[config.mk]
export PLATFORM = sky130hd
export DESIGN_NAME = dmem_ctrl
export DESIGN_NICKNAME = d
export VERILOG_FILES = /design/src/rtl/rv_mem_pkg.sv /design/src/rtl/dmem_align.sv /design/src/rtl/dmem_ctrl.sv
export SDC_FILE = /design/constraint.sdc
export NUM_CORES = 1
export LEC_CHECK = 0
export BUFFER_PORTS_ARGS = -buffer_cell sky130_fd_sc_hd__buf_2
export CORE_MARGIN = 2
export CORE_UTILIZATION = 51
export CTS_BUF_LIST = sky130_fd_sc_hd__clkbuf_8
export CTS_CLUSTER_SIZE = 16
export DETAILED_ROUTE_END_ITERATION = 8
export PLACE_DENSITY = 0.86
export SLEW_MARGIN = 15
export SYNTH_ARGS = -nofsm -noshare
export SYNTH_HDL_FRONTEND = slang
export SYNTH_HIERARCHICAL = 1
export SYNTH_SLANG_ARGS = --single-unit
[constraint.sdc]
create_clock -name clk -period 3.3 [get_ports clk]
set_input_delay 0.66 -clock clk [delete_from_list [all_inputs] [get_ports clk]]
set_output_delay 0.66 -clock clk [all_outputs]
set_load 0.05 [all_outputs]
[src/rtl/rv_mem_pkg.sv]
`default_nettype none
// ============================================================================
//  Module      : rv_mem_pkg
//  Description : Shared encodings for the RV32I MEM-stage data-memory path.
//                Holds the store-size encoding, load funct3 codes, the
//                ResultSrc value that marks a load, the dmem_ctrl state
//                encoding and a helper that maps a load funct3 to an
//                access size.
//  Revision    : 1.0 - initial release
// ============================================================================
package rv_mem_pkg;

    // Store size as carried by MemWriteM
    typedef enum logic [1:0] {
        SZ_NONE = 2'b00,
        SZ_BYTE = 2'b01,
        SZ_HALF = 2'b10,
        SZ_WORD = 2'b11
    } store_size_e;

    // Load funct3 codes
    localparam logic [2:0] c_f3_lb  = 3'b000;
    localparam logic [2:0] c_f3_lh  = 3'b001;
    localparam logic [2:0] c_f3_lw  = 3'b010;
    localparam logic [2:0] c_f3_lbu = 3'b100;
    localparam logic [2:0] c_f3_lhu = 3'b101;

    // ResultSrcM value selecting the memory read result
    localparam logic [1:0] RESULT_MEM = 2'b01;

    // dmem_ctrl state encoding
    localparam logic [1:0] c_st_idle = 2'd0;
    localparam logic [1:0] c_st_req  = 2'd1;
    localparam logic [1:0] c_st_wait = 2'd2;
    localparam logic [1:0] c_st_done = 2'd3;

    // Access size of a load. Undefined funct3 codes are treated as byte
    // accesses so they never raise a misalignment; their data returns 0.
    function automatic logic [1:0] load_size(input logic [2:0] f3);
        logic [1:0] v_size;
        case (f3)
            c_f3_lh, c_f3_lhu: v_size = SZ_HALF;
            c_f3_lw:           v_size = SZ_WORD;
            default:           v_size = SZ_BYTE;
        endcase
        return v_size;
    endfunction

endpackage : rv_mem_pkg
`default_nettype wire

[src/rtl/dmem_align.sv]
`default_nettype none
// ============================================================================
//  Module      : dmem_align
//  Description : Combinational byte-lane logic for the data bus.
//                Store path: byte enables and lane-replicated write data
//                from the access size and address offset.
//                Load path: selects the byte/half lane of the bus read data
//                using the offset and funct3 captured at request time, then
//                sign- or zero-extends.
//  Ports       : st_size/st_off/st_data -> st_be/st_wdata (store lanes)
//                ld_funct3/ld_off/ld_rdata -> ld_data   (load extend)
//  Revision    : 1.0 - initial release
// ============================================================================
module dmem_align
    import rv_mem_pkg::*;
(
    input  logic [1:0]  st_size,
    input  logic [1:0]  st_off,
    input  logic [31:0] st_data,
    output logic [3:0]  st_be,
    output logic [31:0] st_wdata,
    input  logic [2:0]  ld_funct3,
    input  logic [1:0]  ld_off,
    input  logic [31:0] ld_rdata,
    output logic [31:0] ld_data
);

    logic [7:0]  w_byte;
    logic [15:0] w_half;

    // Store lanes
    always_comb begin
        st_be    = 4'b0000;
        st_wdata = st_data;
        case (st_size)
            SZ_BYTE: begin
                st_be    = 4'b0001 << st_off;
                st_wdata = {4{st_data[7:0]}};
            end
            SZ_HALF: begin
                st_be    = st_off[1] ? 4'b1100 : 4'b0011;
                st_wdata = {2{st_data[15:0]}};
            end
            SZ_WORD: begin
                st_be    = 4'b1111;
            end
            default: begin
                st_be    = 4'b0000;
            end
        endcase
    end

    // Load lane select and extension
    always_comb begin
        w_byte  = ld_rdata[{ld_off, 3'b000} +: 8];
        w_half  = ld_off[1] ? ld_rdata[31:16] : ld_rdata[15:0];
        ld_data = 32'h0000_0000;
        case (ld_funct3)
            c_f3_lb:  ld_data = {{24{w_byte[7]}}, w_byte};
            c_f3_lh:  ld_data = {{16{w_half[15]}}, w_half};
            c_f3_lw:  ld_data = ld_rdata;
            c_f3_lbu: ld_data = {24'h000000, w_byte};
            c_f3_lhu: ld_data = {16'h0000, w_half};
            default:  ld_data = 32'h0000_0000;
        endcase
    end

endmodule : dmem_align
`default_nettype wire

[src/rtl/dmem_ctrl.sv]
`default_nettype none
// ============================================================================
//  Module      : dmem_ctrl
//  Description : MEM-stage data-memory access controller. Runs the load or
//                store held in EX/MEM as a req/gnt/rvalid bus transaction,
//                freezing the pipeline (StallMem) while it is in flight.
//                Misaligned accesses are suppressed with a MisalignM pulse;
//                accesses that exceed TIMEOUT cycles end with BusErrM.
//  Ports       : clk, rst                      clock, sync active-high reset
//                MemWriteM, ResultSrcM,
//                LoadSizeM, ALUResultM,
//                WriteDataM                    access from EX/MEM
//                StallMem, ReadDataM,
//                MisalignM, BusErrM            pipeline side results
//                dbus_req/we/addr/be/wdata     bus request (registered)
//                dbus_gnt, dbus_rvalid,
//                dbus_rdata                    bus handshake / read data
//  Revision    : 1.0 - initial release
// ============================================================================
module dmem_ctrl
    import rv_mem_pkg::*;
#(
    parameter int TIMEOUT = 255
) (
    input  logic        clk,
    input  logic        rst,
    input  logic [1:0]  MemWriteM,
    input  logic [1:0]  ResultSrcM,
    input  logic [2:0]  LoadSizeM,
    input  logic [31:0] ALUResultM,
    input  logic [31:0] WriteDataM,
    output logic        StallMem,
    output logic [31:0] ReadDataM,
    output logic        MisalignM,
    output logic        BusErrM,
    output logic        dbus_req,
    output logic        dbus_we,
    output logic [31:0] dbus_addr,
    output logic [3:0]  dbus_be,
    output logic [31:0] dbus_wdata,
    input  logic        dbus_gnt,
    input  logic        dbus_rvalid,
    input  logic [31:0] dbus_rdata
);

    // Counter is at least 8 bits, wider only if TIMEOUT needs it
    localparam int c_cnt_w = (TIMEOUT > 255) ? $clog2(TIMEOUT + 1) : 8;
    localparam logic [c_cnt_w-1:0] c_timeout = c_cnt_w'(TIMEOUT);

    logic [1:0]         r_state;
    logic [c_cnt_w-1:0] r_cnt;
    logic               r_req;
    logic               r_we;
    logic [31:0]        r_addr;
    logic [3:0]         r_be;
    logic [31:0]        r_wdata;
    logic [2:0]         r_f3;
    logic [1:0]         r_off;
    logic               r_stall;
    logic [31:0]        r_rdata;
    logic               r_buserr;

    logic               w_is_store;
    logic               w_is_load;
    logic               w_access;
    logic [1:0]         w_size;
    logic               w_misalign;
    logic               w_go;
    logic [c_cnt_w-1:0] w_cnt_next;
    logic               w_timeout;
    logic [3:0]         w_st_be;
    logic [31:0]        w_st_wdata;
    logic [31:0]        w_ld_data;

    // Access decode; a store wins when both store and load are flagged
    always_comb begin
        w_is_store = (MemWriteM != SZ_NONE);
        w_is_load  = (ResultSrcM == RESULT_MEM);
        w_access   = w_is_store | w_is_load;
        w_size     = w_is_store ? MemWriteM : load_size(LoadSizeM);
        w_misalign = w_access &&
                     (((w_size == SZ_HALF) && ALUResultM[0]) ||
                      ((w_size == SZ_WORD) && (ALUResultM[1:0] != 2'b00)));
        w_go       = (r_state == c_st_idle) && w_access && !w_misalign;
        w_cnt_next = r_cnt + 1'b1;
        // Expires on the cycle whose increment would reach TIMEOUT
        w_timeout  = (w_cnt_next == c_timeout);
    end

    dmem_align u_align (
        .st_size   (w_size),
        .st_off    (ALUResultM[1:0]),
        .st_data   (WriteDataM),
        .st_be     (w_st_be),
        .st_wdata  (w_st_wdata),
        .ld_funct3 (r_f3),
        .ld_off    (r_off),
        .ld_rdata  (dbus_rdata),
        .ld_data   (w_ld_data)
    );

    always_ff @(posedge clk) begin
        if (rst) begin
            r_state  <= c_st_idle;
            r_cnt    <= '0;
            r_req    <= 1'b0;
            r_we     <= 1'b0;
            r_addr   <= 32'h0;
            r_be     <= 4'h0;
            r_wdata  <= 32'h0;
            r_f3     <= 3'b000;
            r_off    <= 2'b00;
            r_stall  <= 1'b0;
            r_rdata  <= 32'h0;
            r_buserr <= 1'b0;
        end else begin
            case (r_state)
                c_st_idle: begin
                    r_buserr <= 1'b0;
                    if (w_go) begin
                        r_state <= c_st_req;
                        r_cnt   <= '0;
                        r_req   <= 1'b1;
                        r_stall <= 1'b1;
                        r_we    <= w_is_store;
                        r_addr  <= {ALUResultM[31:2], 2'b00};
                        r_be    <= w_st_be;
                        r_wdata <= w_is_store ? w_st_wdata : 32'h0;
                        r_f3    <= LoadSizeM;
                        r_off   <= ALUResultM[1:0];
                    end
                end
                c_st_req: begin
                    // A grant in the expiry cycle still counts as a grant
                    if (dbus_gnt) begin
                        r_state <= c_st_wait;
                        r_req   <= 1'b0;
                        r_cnt   <= w_cnt_next;
                    end else if (w_timeout) begin
                        r_state  <= c_st_done;
                        r_req    <= 1'b0;
                        r_stall  <= 1'b0;
                        r_rdata  <= 32'h0;
                        r_buserr <= 1'b1;
                    end else begin
                        r_cnt <= w_cnt_next;
                    end
                end
                c_st_wait: begin
                    if (dbus_rvalid) begin
                        r_state <= c_st_done;
                        r_stall <= 1'b0;
                        r_rdata <= r_we ? 32'h0 : w_ld_data;
                    end else if (w_timeout) begin
                        r_state  <= c_st_done;
                        r_stall  <= 1'b0;
                        r_rdata  <= 32'h0;
                        r_buserr <= 1'b1;
                    end else begin
                        r_cnt <= w_cnt_next;
                    end
                end
                c_st_done: begin
                    // Pipeline advances on this edge; the next MEM
                    // instruction is decoded in IDLE on the following cycle
                    r_state  <= c_st_idle;
                    r_buserr <= 1'b0;
                end
                default: begin
                    r_state <= c_st_idle;
                end
            endcase
        end
    end

    // Combinational outputs are held low while reset is asserted
    assign StallMem   = !rst && (w_go || r_stall);
    assign MisalignM  = !rst && (r_state == c_st_idle) && w_misalign;
    assign ReadDataM  = r_rdata;
    assign BusErrM    = r_buserr;
    assign dbus_req   = r_req;
    assign dbus_we    = r_we;
    assign dbus_addr  = r_addr;
    assign dbus_be    = r_be;
    assign dbus_wdata = r_wdata;

endmodule : dmem_ctrl
`default_nettype wire
==> metrics.yaml <==
status: "finished clean"
ys_seq_area_frac: 0.4076
clk_pin_slew_ns: 0.07
gp_congestion: 0.8600
cts_resized: 0
area_growth_pct: 25.04
cts-root-buf: "clkbuf_8"
grt_pass1_wl_um: 24720
cts_hold_buf: 0
die_y_um: 110.2
skew_ns: 0.01199
path_max_fanout: 6
place_inst: 993
final_nets: 991
crit_end: "StallMem"
start_kind: "input pin"
hold_viol: 0
numCtsBuffers: 17
cts_max_level: 4
busiest_layer: "met2"
hp-class: "in2reg"
layout_common_cells: "buf_2, dfxtp_1, nand2_1"
clock_latency_ns: 0.44
dp_hpwl_um: 11520
p_int_mw: 3.002
nFillCells: 954
path_class: "in2out"
drt_iter0_drc: 433
rsz0062_at_grt: "false"
power_density_mw_per_mm2: 698.6
fin_cells: 1024
critPathRequiredTime_ns: 2.64
synth_enable_flop_cells: 0
grt_max_degree: 48
diodes: 0
post-route-min-period_ns: 2.699
cts_tree: "done"
synthArstFlopShare: 0
avgRoutedWirePerCell_um: 15.65
period_share: 0.8180
io_buffers: 209
finalSetupViolCount: 0
core_mm2: 0.01094
swShare: 0.4020
cts_post_setup_buffers_inserted: 0
grt.total_usage: 0.2622
ant_nets: 0
startpoint: "LoadSizeM[0]"
use_met2: 0.4097
fin_tns_setup_ns: 0
grtUsageMet3: 0.07701
drt-total-wl_um: 16030
synth_flop_cell: "dfxtp_1"
drv_cap: 0
yosysUniqueCellTypes: 66
initial_core_util: 0.5255
slew_viol_final: 0
firstDrtPassIters: 6
met1_usage: 0.3291
worstRegToRegCells: 7
cts_buffer_depth: 2
p_switching_mw: 2.018
pwr-share-comb: 0.380
arrival_ns: 2.04
clkPwrFrac: 0.287
via_count: 5730
drive_above_1_share: 0.3224
rrSetupSlack_ns: 0.62
p_leak_nw: 3.371
cts.sinks: 117
io_pins: 212
ir_drop_mv: 0.4272
antenna_found_initial: 0
drc_errors: 0
die-area_mm2: 0.01213
overflow: 0
timing.fmax_mhz: 370.5
worstReg2RegEnd: "ReadDataM[5]$_SDFFE_PP0P_"
die_x_um: 110.2
final_util: 0.6571
layout_commonest_cell: "buf_2"
syn_avg_cell_area_um2: 8.281
rows: 38
p_total_mw: 5.020
r2r-start: "r_cnt[0]$_SDFFE_PP0P_"
synth_warnings: 6
worst_pin_slew_ns: 0.6329
synth_area_mm2: 0.005747
ys_seq_elements: 117
seqPwrFrac: 0.333
viasPerCell: 5.596
end_kind: "output pin"
syn_inst: 694
grt_pass1_vias: 5207
relSlewSlack: 0.5781
power groups by stage:
stage,clock (mW),sequential [mW],combinational (mW)
after floorplan,0,2.16,0.995
after global placement,0,1.69,1.87
after detailed placement,0,1.70,1.89
after CTS,1.46,1.67,1.90
after global routing,1.52,1.69,2.07
final,1.44,1.67,1.91
registers in the layout (all words and copies together), names as in the netlist, 2 cells and up:
register,flops
ReadDataM,32
dbus_addr,30
dbus_be,4
dbus_wdata,32
r_cnt,8
r_f3,3
r_off,2
r_state,2
how the worst min path moves through the flow:
stage | startpoint | endpoint | cells after the start | slack (ns)
after detailed placement | dbus_addr[22]$_SDFFE_PP0P_ | dbus_addr[22]$_SDFFE_PP0P_ | 2 | 0.44
final | ALUResultM[29] | dbus_addr[29]$_SDFFE_PP0P_ | 3 | 0.45
after CTS | ALUResultM[18] | dbus_addr[18]$_SDFFE_PP0P_ | 3 | 0.42
after global placement | dbus_addr[18]$_SDFFE_PP0P_ | dbus_addr[18]$_SDFFE_PP0P_ | 2 | 0.44
after global routing | ALUResultM[29] | dbus_addr[29]$_SDFFE_PP0P_ | 3 | 0.44
after floorplan | r_f3[0]$_SDFFE_PP0P_ | r_f3[0]$_SDFFE_PP0P_ | 2 | 0.44
metal layers:
metal,part of all wire,wire length [µm]
met1,0.43,6832
met2,0.46,7347
met3,0.088,1403
met4,0.028,446
met5,0,0
kinds of logic (layout without fill, tap and decap cells):
logic type               after synthesis  in the layout  synth area share
AND/OR/NAND/NOR                      239            239            0.1931
XOR/XNOR                               2              2          0.003049
buffers and inverters                 83            272           0.06945
other                                  1              2         0.0006525
multiplexers                          17             17           0.03070
AO/OA/AOI/OAI                        223            223            0.2693
flip-flops                           117            117            0.4076
adder cells (fa/ha/maj)               12             12           0.02613
stage by stage:
stage / worst slack (ns) / instance area [µm²] / hold WS, ns
after floorplan: 0.1680 / 5751 / 0.4355
after global placement: 0.5403 / 6753 / 0.4382
after detailed placement: 0.4195 / 6753 / 0.4446
after CTS: 0.5965 / 7186 / 0.4219
after global routing: 0.4088 / 7186 / 0.4395
final: 0.6007 / 7186 / 0.4460
cells in the mapped netlist, types with 4 or more instances:
cell type,instances,area share
nand2b_1,5,0.0054
buf_6,6,0.012
mux2_2,5,0.0098
nand3_2,10,0.017
dfxtp_1,117,0.41
a21oi_1,71,0.062
clkbuf_1,41,0.027
o21ai_0,15,0.013
ha_1,12,0.026
nor2b_1,4,0.0044
mux2i_1,12,0.021
or3_1,4,0.0044
a22oi_1,40,0.052
a22o_1,38,0.058
a221o_1,5,0.0087
and2_1,4,0.0044
nor2_1,68,0.044
nand3_1,13,0.011
buf_4,10,0.013
inv_1,21,0.014
o22ai_1,13,0.014
nand2_1,108,0.071
o211ai_1,10,0.013
critical path, stage by stage:
cell and delay, ns:
buf_2 0.12, nor2b_1 0.16, or3_1 0.42, a31oi_4 0.23, nor2_1 0.07, nor2_1 0.09, buf_2 0.29
area by class of cell:
type | instances | area (µm²) | area share
Tap cell | 140 | 175.2 | 0.02438
Clock inverter | 11 | 157.7 | 0.02194
Inverter | 21 | 78.83 | 0.01097
Sequential cell | 117 | 2342 | 0.3260
Clock buffer | 20 | 275.3 | 0.03831
Timing Repair Buffer | 220 | 1129 | 0.1571
Multi-Input combinational cell | 495 | 3028 | 0.4214
(Power assumes the default switching activity.)
